## src/rtl/md_ctrl_pkg.sv

```systemverilog
// Shared encodings for the RV32M sequencer: funct3 op codes, FSM states and
// the multiplier interface widths.
package md_ctrl_pkg;

  localparam int MD_DATA_LEN      = 32;
  localparam int MD_OUT_SEL_WIDTH = 2;

  typedef enum logic [2:0] {
    MD_OP_MUL    = 3'd0,
    MD_OP_MULH   = 3'd1,
    MD_OP_MULHSU = 3'd2,
    MD_OP_MULHU  = 3'd3,
    MD_OP_DIV    = 3'd4,
    MD_OP_DIVU   = 3'd5,
    MD_OP_REM    = 3'd6,
    MD_OP_REMU   = 3'd7
  } md_op_e;

  typedef enum logic [1:0] {
    ST_IDLE = 2'd0,
    ST_MUL  = 2'd1,
    ST_DIV  = 2'd2,
    ST_DONE = 2'd3
  } md_state_e;

endpackage

```

## src/rtl/md_ctrl_div_iter.sv

```systemverilog
// Radix-2 restoring divider core: one shift/trial-subtract step per enabled
// cycle on unsigned magnitudes. quo/rem present the post-step values.
module md_ctrl_div_iter #(
  parameter int DATA_LEN = 32,
  parameter int CNT_W    = $clog2(DATA_LEN)
) (
  input  logic                clk,
  input  logic                rst_n,
  input  logic                load,
  input  logic                en,
  input  logic [DATA_LEN-1:0] divisor,
  input  logic [DATA_LEN-1:0] dividend,
  output logic                last,
  output logic [DATA_LEN-1:0] quo,
  output logic [DATA_LEN-1:0] rem
);

  logic [DATA_LEN-1:0] rem_q;
  logic [DATA_LEN-1:0] quo_q;
  logic [DATA_LEN-1:0] div_q;
  logic [CNT_W-1:0]    cnt_q;

  logic [DATA_LEN:0]   shifted;
  logic [DATA_LEN:0]   diff;
  logic                q_bit;

  // The partial remainder is always below the divisor, so after shifting it
  // needs one extra bit; a clear MSB of the difference means "fits".
  always_comb begin
    shifted = {rem_q, quo_q[DATA_LEN-1]};
    diff    = shifted - {1'b0, div_q};
    q_bit   = ~diff[DATA_LEN];
    quo     = {quo_q[DATA_LEN-2:0], q_bit};
    rem     = q_bit ? diff[DATA_LEN-1:0] : shifted[DATA_LEN-1:0];
  end

  assign last = (cnt_q == '0);

  always_ff @(posedge clk or negedge rst_n) begin
    if (!rst_n) begin
      rem_q <= '0;
      quo_q <= '0;
      div_q <= '0;
      cnt_q <= '0;
    end else if (load) begin
      rem_q <= '0;
      quo_q <= dividend;
      div_q <= divisor;
      cnt_q <= CNT_W'(DATA_LEN - 1);
    end else if (en) begin
      rem_q <= rem;
      quo_q <= quo;
      cnt_q <= cnt_q - 1'b1;
    end
  end

endmodule

```

## src/rtl/md_ctrl.sv

```systemverilog
// RV32M execute-stage sequencer: drives the shared multiplier for MUL ops and
// runs the iterative divider for DIV/REM ops, returning a registered result.
module md_ctrl
  import md_ctrl_pkg::*;
#(
  parameter int DATA_LEN = MD_DATA_LEN,
  parameter int CNT_W    = $clog2(DATA_LEN)
) (
  input  logic                        clk,
  input  logic                        rst_n,
  input  logic                        start,
  input  logic [2:0]                  op,
  input  logic [DATA_LEN-1:0]         src1,
  input  logic [DATA_LEN-1:0]         src2,
  input  logic                        flush,
  output logic                        busy,
  output logic                        done,
  output logic [DATA_LEN-1:0]         result,
  output logic [DATA_LEN-1:0]         mul_src1,
  output logic [DATA_LEN-1:0]         mul_src2,
  output logic                        mul_src1_signed,
  output logic                        mul_src2_signed,
  output logic [MD_OUT_SEL_WIDTH-1:0] mul_md_out_sel,
  input  logic [DATA_LEN-1:0]         mul_result
);

  localparam logic [DATA_LEN-1:0] MIN_NEG = {1'b1, {(DATA_LEN-1){1'b0}}};

  md_state_e           state;
  md_op_e              op_q;
  logic [DATA_LEN-1:0] src1_q;
  logic [DATA_LEN-1:0] src2_q;
  logic                div_first;

  logic                is_signed_div;
  logic                is_rem;
  logic                neg1;
  logic                neg2;
  logic [DATA_LEN-1:0] abs1;
  logic [DATA_LEN-1:0] abs2;
  logic                div_by_zero;
  logic                overflow;
  logic                special;
  logic [DATA_LEN-1:0] special_result;
  logic [DATA_LEN-1:0] fixed_result;
  logic                div_load;
  logic                div_en;
  logic                iter_last;
  logic [DATA_LEN-1:0] iter_quo;
  logic [DATA_LEN-1:0] iter_rem;

  assign busy = (state != ST_IDLE);
  assign done = (state == ST_DONE);

  // Sign handling and the two RISC-V divide corner cases, all from latched operands.
  always_comb begin
    is_signed_div  = (op_q == MD_OP_DIV) || (op_q == MD_OP_REM);
    is_rem         = (op_q == MD_OP_REM) || (op_q == MD_OP_REMU);
    neg1           = is_signed_div & src1_q[DATA_LEN-1];
    neg2           = is_signed_div & src2_q[DATA_LEN-1];
    abs1           = neg1 ? -src1_q : src1_q;
    abs2           = neg2 ? -src2_q : src2_q;
    div_by_zero    = (src2_q == '0);
    overflow       = is_signed_div && (src1_q == MIN_NEG) && (src2_q == '1);
    special        = div_by_zero | overflow;
    special_result = '0;
    if (div_by_zero)
      special_result = is_rem ? src1_q : '1;
    else if (overflow)
      special_result = is_rem ? '0 : MIN_NEG;
    if (is_rem)
      fixed_result = neg1 ? -iter_rem : iter_rem;
    else
      fixed_result = (neg1 ^ neg2) ? -iter_quo : iter_quo;
  end

  assign div_load = (state == ST_DIV) && div_first && !special;
  assign div_en   = (state == ST_DIV) && !div_first;

  md_ctrl_div_iter #(
    .DATA_LEN (DATA_LEN),
    .CNT_W    (CNT_W)
  ) u_div_iter (
    .clk      (clk),
    .rst_n    (rst_n),
    .load     (div_load),
    .en       (div_en),
    .divisor  (abs2),
    .dividend (abs1),
    .last     (iter_last),
    .quo      (iter_quo),
    .rem      (iter_rem)
  );

  // Control FSM; flush overrides everything and never touches result.
  always_ff @(posedge clk or negedge rst_n) begin
    if (!rst_n) begin
      state           <= ST_IDLE;
      op_q            <= MD_OP_MUL;
      src1_q          <= '0;
      src2_q          <= '0;
      div_first       <= 1'b0;
      result          <= '0;
      mul_src1        <= '0;
      mul_src2        <= '0;
      mul_src1_signed <= 1'b0;
      mul_src2_signed <= 1'b0;
      mul_md_out_sel  <= '0;
    end else if (flush) begin
      state     <= ST_IDLE;
      div_first <= 1'b0;
    end else begin
      unique case (state)
        ST_IDLE: begin
          if (start) begin
            op_q   <= md_op_e'(op);
            src1_q <= src1;
            src2_q <= src2;
            if (!op[2]) begin
              state           <= ST_MUL;
              mul_src1        <= src1;
              mul_src2        <= src2;
              mul_src1_signed <= (op != MD_OP_MULHU);
              mul_src2_signed <= (op == MD_OP_MUL) || (op == MD_OP_MULH);
              mul_md_out_sel  <= {{(MD_OUT_SEL_WIDTH-1){1'b0}}, (op != MD_OP_MUL)};
            end else begin
              state           <= ST_DIV;
              div_first       <= 1'b1;
              mul_src1        <= '0;
              mul_src2        <= '0;
              mul_src1_signed <= 1'b0;
              mul_src2_signed <= 1'b0;
              mul_md_out_sel  <= '0;
            end
          end
        end
        ST_MUL: begin
          result <= mul_result;
          state  <= ST_DONE;
        end
        ST_DIV: begin
          if (div_first) begin
            div_first <= 1'b0;
            if (special) begin
              result <= special_result;
              state  <= ST_DONE;
            end
          end else if (iter_last) begin
            result <= fixed_result;
            state  <= ST_DONE;
          end
        end
        ST_DONE: state <= ST_IDLE;
        default: state <= ST_IDLE;
      endcase
    end
  end

endmodule

```

## config.mk

```make
export PLATFORM = sky130hd
export DESIGN_NAME = md_ctrl
export DESIGN_NICKNAME = d
export VERILOG_FILES = /design/src/rtl/md_ctrl_pkg.sv /design/src/rtl/md_ctrl_div_iter.sv /design/src/rtl/md_ctrl.sv
export SDC_FILE = /design/constraint.sdc
export NUM_CORES = 1
export LEC_CHECK = 0
export ABC_AREA = 1
export CAP_MARGIN = 20
export CORE_AREA = 2 2 176 178
export DETAILED_ROUTE_END_ITERATION = 10
export DIE_AREA = 0 0 178 180
export GPL_ROUTABILITY_DRIVEN = 0
export PLACE_DENSITY = 0.87
export SLEW_MARGIN = 20
export SYNTH_ARGS = -nofsm -noshare
export SYNTH_HDL_FRONTEND = slang
export SYNTH_HIERARCHICAL = 1
export SYNTH_SLANG_ARGS = --single-unit
```

## constraint.sdc

```tcl
create_clock -name clk -period 7.52 [get_ports clk]
set_clock_uncertainty 0.15 [all_clocks]
set_input_delay 2.256 -clock clk [delete_from_list [all_inputs] [get_ports clk]]
set_output_delay 2.256 -clock clk [all_outputs]
set_load 0.01 [all_outputs]
```

==> summary.md, run 1 <==
| Metric | Value |
|---|---|
| Hold depth | 2 |
| EDFF count, synth | 0 |
| Post-synthesis cell count | 2859 |
| Number of remaining DRC errors | 0 |
| CP Data Required Time | 7790 ps |
| CTS Buf Count | 29 |
| Clock power frac | 0.130 |
| FF-to-FF path depth | 27 |
| Min-delay src | result[9] |
| Worst reg2reg startpoint | u_div_iter/quo_q[31] |
| Sequential share of power | 0.233 |
| Switching part of the total | 0.529 |
| Initial antenna violation count | 2 |
| Total track usage | 0.368 |
| Crit-path most repeated cell | nand2_1 |
| Root buf cell | clkbuf_16 |
| DP Worst Slack | 2440 ps |
| Crit path launch type | flop |
| Reg2reg end | result[8] |
| Final worst slack | around 2700 ps |
| Max-Slew Margin vs Limit | 0.341 |
| Critical Path Sink Type | flop |
| Final HPWL DP | 43.0 mm |
| Ys Warns | 6 |
| Congestion Overflow GR | 0 |
| Nets@finish | between 3k and 4k |
| Final setup vio count | 0 |
| Detailed Route Iter0 Violations | about 2.9k |
| Worst skew pair latency | 550 ps |
| FMAX | around 210 MHz |
| Vias per std cell | about 5.9 |
| HP Class | reg2reg |
| Seq cells post-synth | 270 |
| Synthesized area per cell | 6.57 um^2 |
| Worst reg-to-reg setup slack | 2710 ps |
| Status | finished clean |
| CP arrival | 5080 ps |
| Core Rows | 64 |
| Via count | roughly 20k |
| Gate power share | 0.637 |
| RSZ-0062 raised after global routing | no |
| CTS clk-pin slew, worst paths | 70 ps |
| Layout Area Growth over Synthesis | 15.8% |
| P_sw | 0.00618 W |
| Crit-path max FO | 33 |
| Final period utilization | 0.640 |
| Xor and xnor area share after synthesis | 0.0345 |
| Final hold violation count | 0 |
| Die Width | about 180 um |
| CTS resizes | 0 |
| Pwr Density | 536 mW/mm^2 |
| Int Power | 0.00549 W |
| First-pass GRT wire length | 94.6 mm |
| PortBufs | around 200 |
| Layout cells sized above 1 | 0.0454 |
| Post-synthesis async set-or-reset flop share | 1.00 |
| Total Negative Setup Slacks | 0 ps |
| Postcts setup bufs | 0 |
| Commonest non-fill, non-tap cell in the layout | nand2_1 |
| Clk buf depth | 3 |
| Die area | approximately 0.032 mm^2 |
| Drt total wl | 59.4 mm |
| CP max stage delay | 420 ps |
| Seq/Total Area, Yosys | 0.360 |
| Post-route ant nets | 0 |
| Vias in the first global route | 18.4k |
| CTS Sinks | 270 |
| Leakage | 11.3 nW |
| WS Path Type | reg2reg |
| Top Ports | ~210 |
| Largest family of logic cells by synthesized area | simple AND/OR/NAND/NOR gates |
| Adder-cell share of the synthesized area | 0.0290 |
| Maximum VDD drop | 0.244 mV |
| Post-layout min period | 4810 ps |
| Die height | 180 um |
| Max-Cap Viols | 0 |
| First drt pass iteration count | 6 |
| Mapped Nets | ~3.0k |
| Worst Tran Pin Value | 988 ps |
| Top_reg_cell synth | dfrtp_1 |
| Mux share of post-synthesis cell area | 0.000599 |
| Synth Area in Simple Gates | 0.346 |
| DR WL/cell | 17.5 um |
| Compound-Gate Fraction of Synth Area | 0.105 |
| Critical-path top delay cell | fa_1 |
| CTS Hold Bufs | 0 |
| # H-tree levels | 1 |
| Cell Area, Synth | about 0.019 mm^2 |
| Largest net degree at the start of global routing | about 170 |
| Most frequent cells in the layout | nand2_1 (1017), inv_1 (425), dfrtp_1 (270) |
| Core box area | ~0.03 mm^2 |
| Fin. max-slew vios | 0 |
| Initial core utilization | 0.622 |
| CTS tree | yes |
| Worst Hold End | result[9] |
| Distinct cells, synth | 53 |
[flip-flops by register name, indices dropped and copies added, names as in the netlist]
register          count
u_div_iter/cnt_q      5
mul_src1_signed       1
mul_src2             32
u_div_iter/quo_q     32
src1_q               32
div_first             1
mul_src1             32
src2_q               32
mul_md_out_sel        1
result               32
mul_src2_signed       1
op_q                  3
u_div_iter/div_q     32
u_div_iter/rem_q     32
state                 2
[worst max-delay path, delay by kind of cell, from the launching register on]
family	cells	cell delay, ps
AOI/OAI and AO/OA	3	790
adders and majority gates	3	850
buffers and inverters	4	470
DFF	1	320
and+or+nand+nor	17	2070
[synth_stat cells (2+ instances only)]
| cell type | count | share of area |
|---|---|---|
| nor2_4 | 6 | 0.0036 |
| buf_6 | 8 | 0.0048 |
| buf_2 | 17 | 0.0045 |
| nand4_1 | 29 | 0.0097 |
| nand3b_1 | 5 | 0.0020 |
| buf_4 | 36 | 0.014 |
| o21ai_0 | 231 | 0.062 |
| nor2_1 | 196 | 0.039 |
| o211ai_1 | 6 | 0.0024 |
| o31ai_1 | 4 | 0.0016 |
| ha_1 | 42 | 0.028 |
| inv_2 | 9 | 0.0018 |
| dfrtp_1 | 270 | 0.36 |
| o21bai_1 | 3 | 0.0012 |
| inv_1 | 426 | 0.085 |
| buf_1 | 6 | 0.0012 |
| nand4_4 | 2 | 0.0023 |
| nand2_2 | 25 | 0.0083 |
| nor3_1 | 25 | 0.0067 |
| nor3_2 | 2 | 0.0011 |
| o21ai_1 | 10 | 0.0027 |
| nand3_1 | 190 | 0.051 |
| nand2_4 | 2 | 0.0012 |
| and2_1 | 28 | 0.0093 |
| a22oi_1 | 4 | 0.0016 |
| nor4_1 | 2 | 0.00067 |
| or2_2 | 3 | 0.0010 |
| xor2_1 | 61 | 0.028 |
| nor2_2 | 10 | 0.0033 |
| o221ai_1 | 28 | 0.013 |
| xnor2_1 | 13 | 0.0061 |
| a31oi_1 | 5 | 0.0017 |
| nand2_1 | 1017 | 0.20 |
| clkbuf_1 | 59 | 0.012 |
| nand3_2 | 3 | 0.0016 |
| a21oi_1 | 59 | 0.016 |
[cell families after synthesis]
kind of cell / after synthesis
muxes: 1
xor gates and xnor gates: 74
DFF: 270
other: 1
and+or+nand+nor: 1548
adders and majority gates: 43
buffers and inverters: 564
AOI/OAI and AO/OA: 358
[power by group through the flow]
stage | clock, W | combinational (W) | sequential [W]
2_1_floorplan | 0 | 0.00519 | 0.00258
3_3_place_gp | 0 | 0.00692 | 0.00267
3_5_place_dp | 0 | 0.00713 | 0.00268
4_1_cts | 0.00151 | 0.00720 | 0.00268
5_1_grt | 0.00158 | 0.00820 | 0.00278
6_report | 0.00151 | 0.00743 | 0.00272
[layout make-up]
| cell class | instances | area, um^2 |
|---|---|---|
| fillers | 2346 | 8440 |
| clock buffers | 37 | 806 |
| multi-input cells | 2025 | 9700 |
| inverters | 437 | 1640 |
| clock inverters | 15 | 195 |
| diodes | 1 | 2.50 |
| well taps | 396 | 495 |
| flip-flops and latches | 270 | 6760 |
| repair buffers | 214 | 2160 |
[metal layers]
metal,global-route usage,share of wire,vias up
li1,-,-,9120
met4,0.148,0.048,0
met3,0.0531,0.11,217
met1,0.527,0.40,9177
met5,0,0,-
met2,0.563,0.44,1404
[how the worst max path moves through the flow]
stage                               from            to  slack, ps  depth (start not counted)
floorplan           u_div_iter/quo_q[31]    result[30]       3790                         30
global placement                   flush  mul_src2[22]       2620                          7
detailed placement                 flush   mul_src2[6]       2440                          7
CTS                 u_div_iter/quo_q[31]    result[26]       2860                         30
global route        u_div_iter/quo_q[31]    result[26]       2310                         30
finish              u_div_iter/quo_q[31]     result[8]       2710                         27
[stage by stage]
| stage | hold slack [ps] | total power (W) | cells | util | area, um^2 |
|---|---|---|---|---|---|
| finish | 332 | 0.0117 | 3395 | 0.721 | 21800 |
| global route | 356 | 0.0126 | 3394 | 0.720 | 21800 |
| CTS | 331 | 0.0114 | 3392 | 0.719 | 21700 |
| floorplan | 308 | 0.00777 | 2859 | - | 18800 |
| detailed placement | 314 | 0.00982 | 3340 | 0.686 | 20700 |
| global placement | 316 | 0.00960 | 3340 | 0.686 | 20700 |
Note: power is estimated with default switching activity, not from simulation.
==> run 2: changes to the inputs <==
--- a/config.mk
+++ b/config.mk
@@ -7,11 +7,11 @@
 export LEC_CHECK = 0
 export ABC_AREA = 1
 export CAP_MARGIN = 20
-export CORE_AREA = 2 2 176 178
+export CORE_AREA = 2 2 183 185
 export DETAILED_ROUTE_END_ITERATION = 10
-export DIE_AREA = 0 0 178 180
+export DIE_AREA = 0 0 185 187
 export GPL_ROUTABILITY_DRIVEN = 0
-export PLACE_DENSITY = 0.87
+export PLACE_DENSITY = 0.81
 export SLEW_MARGIN = 20
 export SYNTH_ARGS = -nofsm -noshare
 export SYNTH_HDL_FRONTEND = slang
==> constraint.sdc (replaced) <==
create_clock -name clk -period 4.7 [get_ports clk]
set_clock_uncertainty 0.15 [all_clocks]
set_input_delay 1.41 -clock clk [delete_from_list [all_inputs] [get_ports clk]]
set_output_delay 1.41 -clock clk [all_outputs]
set_load 0.01 [all_outputs]
==> summary.md, run 2 (same netlist as run 1, synthesis figures left out) <==
| Metric | Value |
|---|---|
| Met3 Wirelength | 5.84 mm |
| Fin. max-slew vios | 0 |
| Commonest non-fill, non-tap cell in the layout | nand2_1 |
| Clk buf depth | 3 |
| FF-to-FF path depth | 27 |
| Reg2reg end | result[14] |
| Total Negative Setup Slacks | 0 ps |
| # H-tree levels | 1 |
| Post-layout min period | 4290 ps |
| Final hold violation count | 0 |
| Root buf cell | clkbuf_16 |
| Critical Path Sink Type | flop |
| Final setup vio count | 0 |
| CP Launch Point | u_div_iter/div_q[19] |
| Drt total wl | 57.8 mm |
| Worst skew pair latency | 590 ps |
| Crit path launch type | flop |
| Postcts setup bufs | 0 |
| Die height | 187 um |
| Top Ports | about 200 |
| Core Rows | 67 |
| Largest net degree at the start of global routing | 123 |
| Detailed Route Iter0 Violations | about 2.3k |
| First-pass GRT wire length | 92.5 mm |
| Fill count | 2877 |
| Pwr Density | about 850 mW/mm^2 |
| DR top layer | met4 |
| Vias in the first global route | 18.3k |
| Layout Area Growth over Synthesis | 16.2% |
| WS Path Type | reg2reg |
| FMAX | 233 MHz |
| Final HPWL DP | 43.5 mm |
| Routed length on met2 | around 25 mm |
| Post-route ant nets | 0 |
| Total track usage | 0.334 |
| Worst reg2reg startpoint | u_div_iter/div_q[19] |
| CTS Sinks | 270 |
| CP arrival | 4600 ps |
| Congestion Overflow GR | 0 |
| DR WL/cell | 16.7 um |
| Most frequent cells in the layout | nand2_1 (1017), inv_1 (425), dfrtp_1 (270) |
| Die Width | 185 um |
| CTS clk-pin slew, worst paths | 60 ps |
| Crit-path max FO | 33 |
| PortBufs | 203 |
| Critical Path End | result[14] |
| Vias per std cell | 5.58 |
| First drt pass iteration count | 7 |
| Core box area | about 0.033 mm^2 |
| HP Class | reg2reg |
| Status | finished clean |
| Number of remaining DRC errors | 0 |
| Min-delay src | result[15] |
| Worst Tran Pin Value | 968 ps |
| Via count | 19.3k |
| Final period utilization | 0.912 |
| Initial antenna violation count | 0 |
| Die area | roughly 0.035 mm^2 |
| Placed cell count | 3399 |
| Metal1 wirelength | about 24 mm |
| Worst reg-to-reg setup slack | 410 ps |
| Nets@finish | 3128 |
| RSZ-0062 raised after global routing | no |
| CTS Buf Count | 29 |
| Layout cells sized above 1 | 0.0466 |
| Max-Slew Margin vs Limit | 0.355 |
| CP Data Required Time | about 5000 ps |
| Leakage | 11.3 nW |
| Maximum VDD drop | 0.550 mV |
| CTS tree | yes |
| Max-Cap Viols | 0 |
| Post-route insts no fill | 3453 |
| Initial core utilization | 0.572 |
| Ant diodes | 0 |
==> run 2: worst min path at each step <==
stage	depth (start not counted)	slack (ps)	endpoint
after CTS	2	340	result[21]
after global placement	2	320	result[15]
final	2	340	result[15]
after detailed placement	2	320	result[21]
after floorplan	1	310	u_div_iter/cnt_q[4]
after global routing	2	350	result[6]
==> run 2: per-layer routing <==
metal / vias up / track usage
met5: - / 0
met4: 0 / 0.151
met3: 186 / 0.0660
met2: 1053 / 0.501
met1: 8902 / 0.469
li1: 9120 / -
==> run 2: area by class of cell <==
cell class                 instances  area, um^2  area share
timing repair buffer             219        2190       0.100
inverter                         437        1640      0.0752
multi-input combinational       2025        9710       0.445
clock inverter                    11         130     0.00596
clock buffer                      43         848      0.0388
tap                              448         561      0.0257
sequential                       270        6760       0.309
==> run 2: power by group <==
group	switching (W)	internal [W]	leakage (nW)	total, W
combinational	0.00776	0.00403	7.36	0.0118
clock	0.000989	0.00136	0.482	0.00235
sequential	0.000977	0.00335	3.44	0.00433
total	0.00972	0.00875	11.3	0.0185
==> run 2: critical path, cell delays in order (launching register included) <==
cell	delay (ps)
dfrtp_1	360
inv_1	170
ha_1	320
nand2_1	130
inv_1	50
nand2_1	60
nand2_1	70
nand2_1	60
nand2_1	70
a21oi_1	310
nand3_1	260
nand2_8	260
nand2_1	110
and2_1	150
inv_1	90
ha_1	170
nand3_1	170
o21ai_0	240
buf_4	160
inv_1	70
nor2_4	210
nand2_1	80
nand2_1	60
o21ai_1	110
nand2_1	70
nand3_1	70
nand2_1	80
nand2_1	50
==> run 2: stage by stage <==
stage / worst slack, ps / instance area, um^2 / hold slack [ps] / util / total power, W
finish: 414 / 21800 / 335 / 0.665 / 0.0185
global route: 34.3 / 21800 / 351 / 0.665 / 0.0200
CTS: 304 / 21800 / 336 / 0.664 / 0.0181
detailed placement: 386 / 20800 / 322 / 0.634 / 0.0157
global placement: 531 / 20800 / 317 / 0.634 / 0.0154
floorplan: 966 / 18800 / 308 / - / 0.0124
==> run 2: what timing repair did <==
action                     CTS  global route
hold buffers                 0             0
gates resized for setup      0             4
setup endpoints to repair    0             6
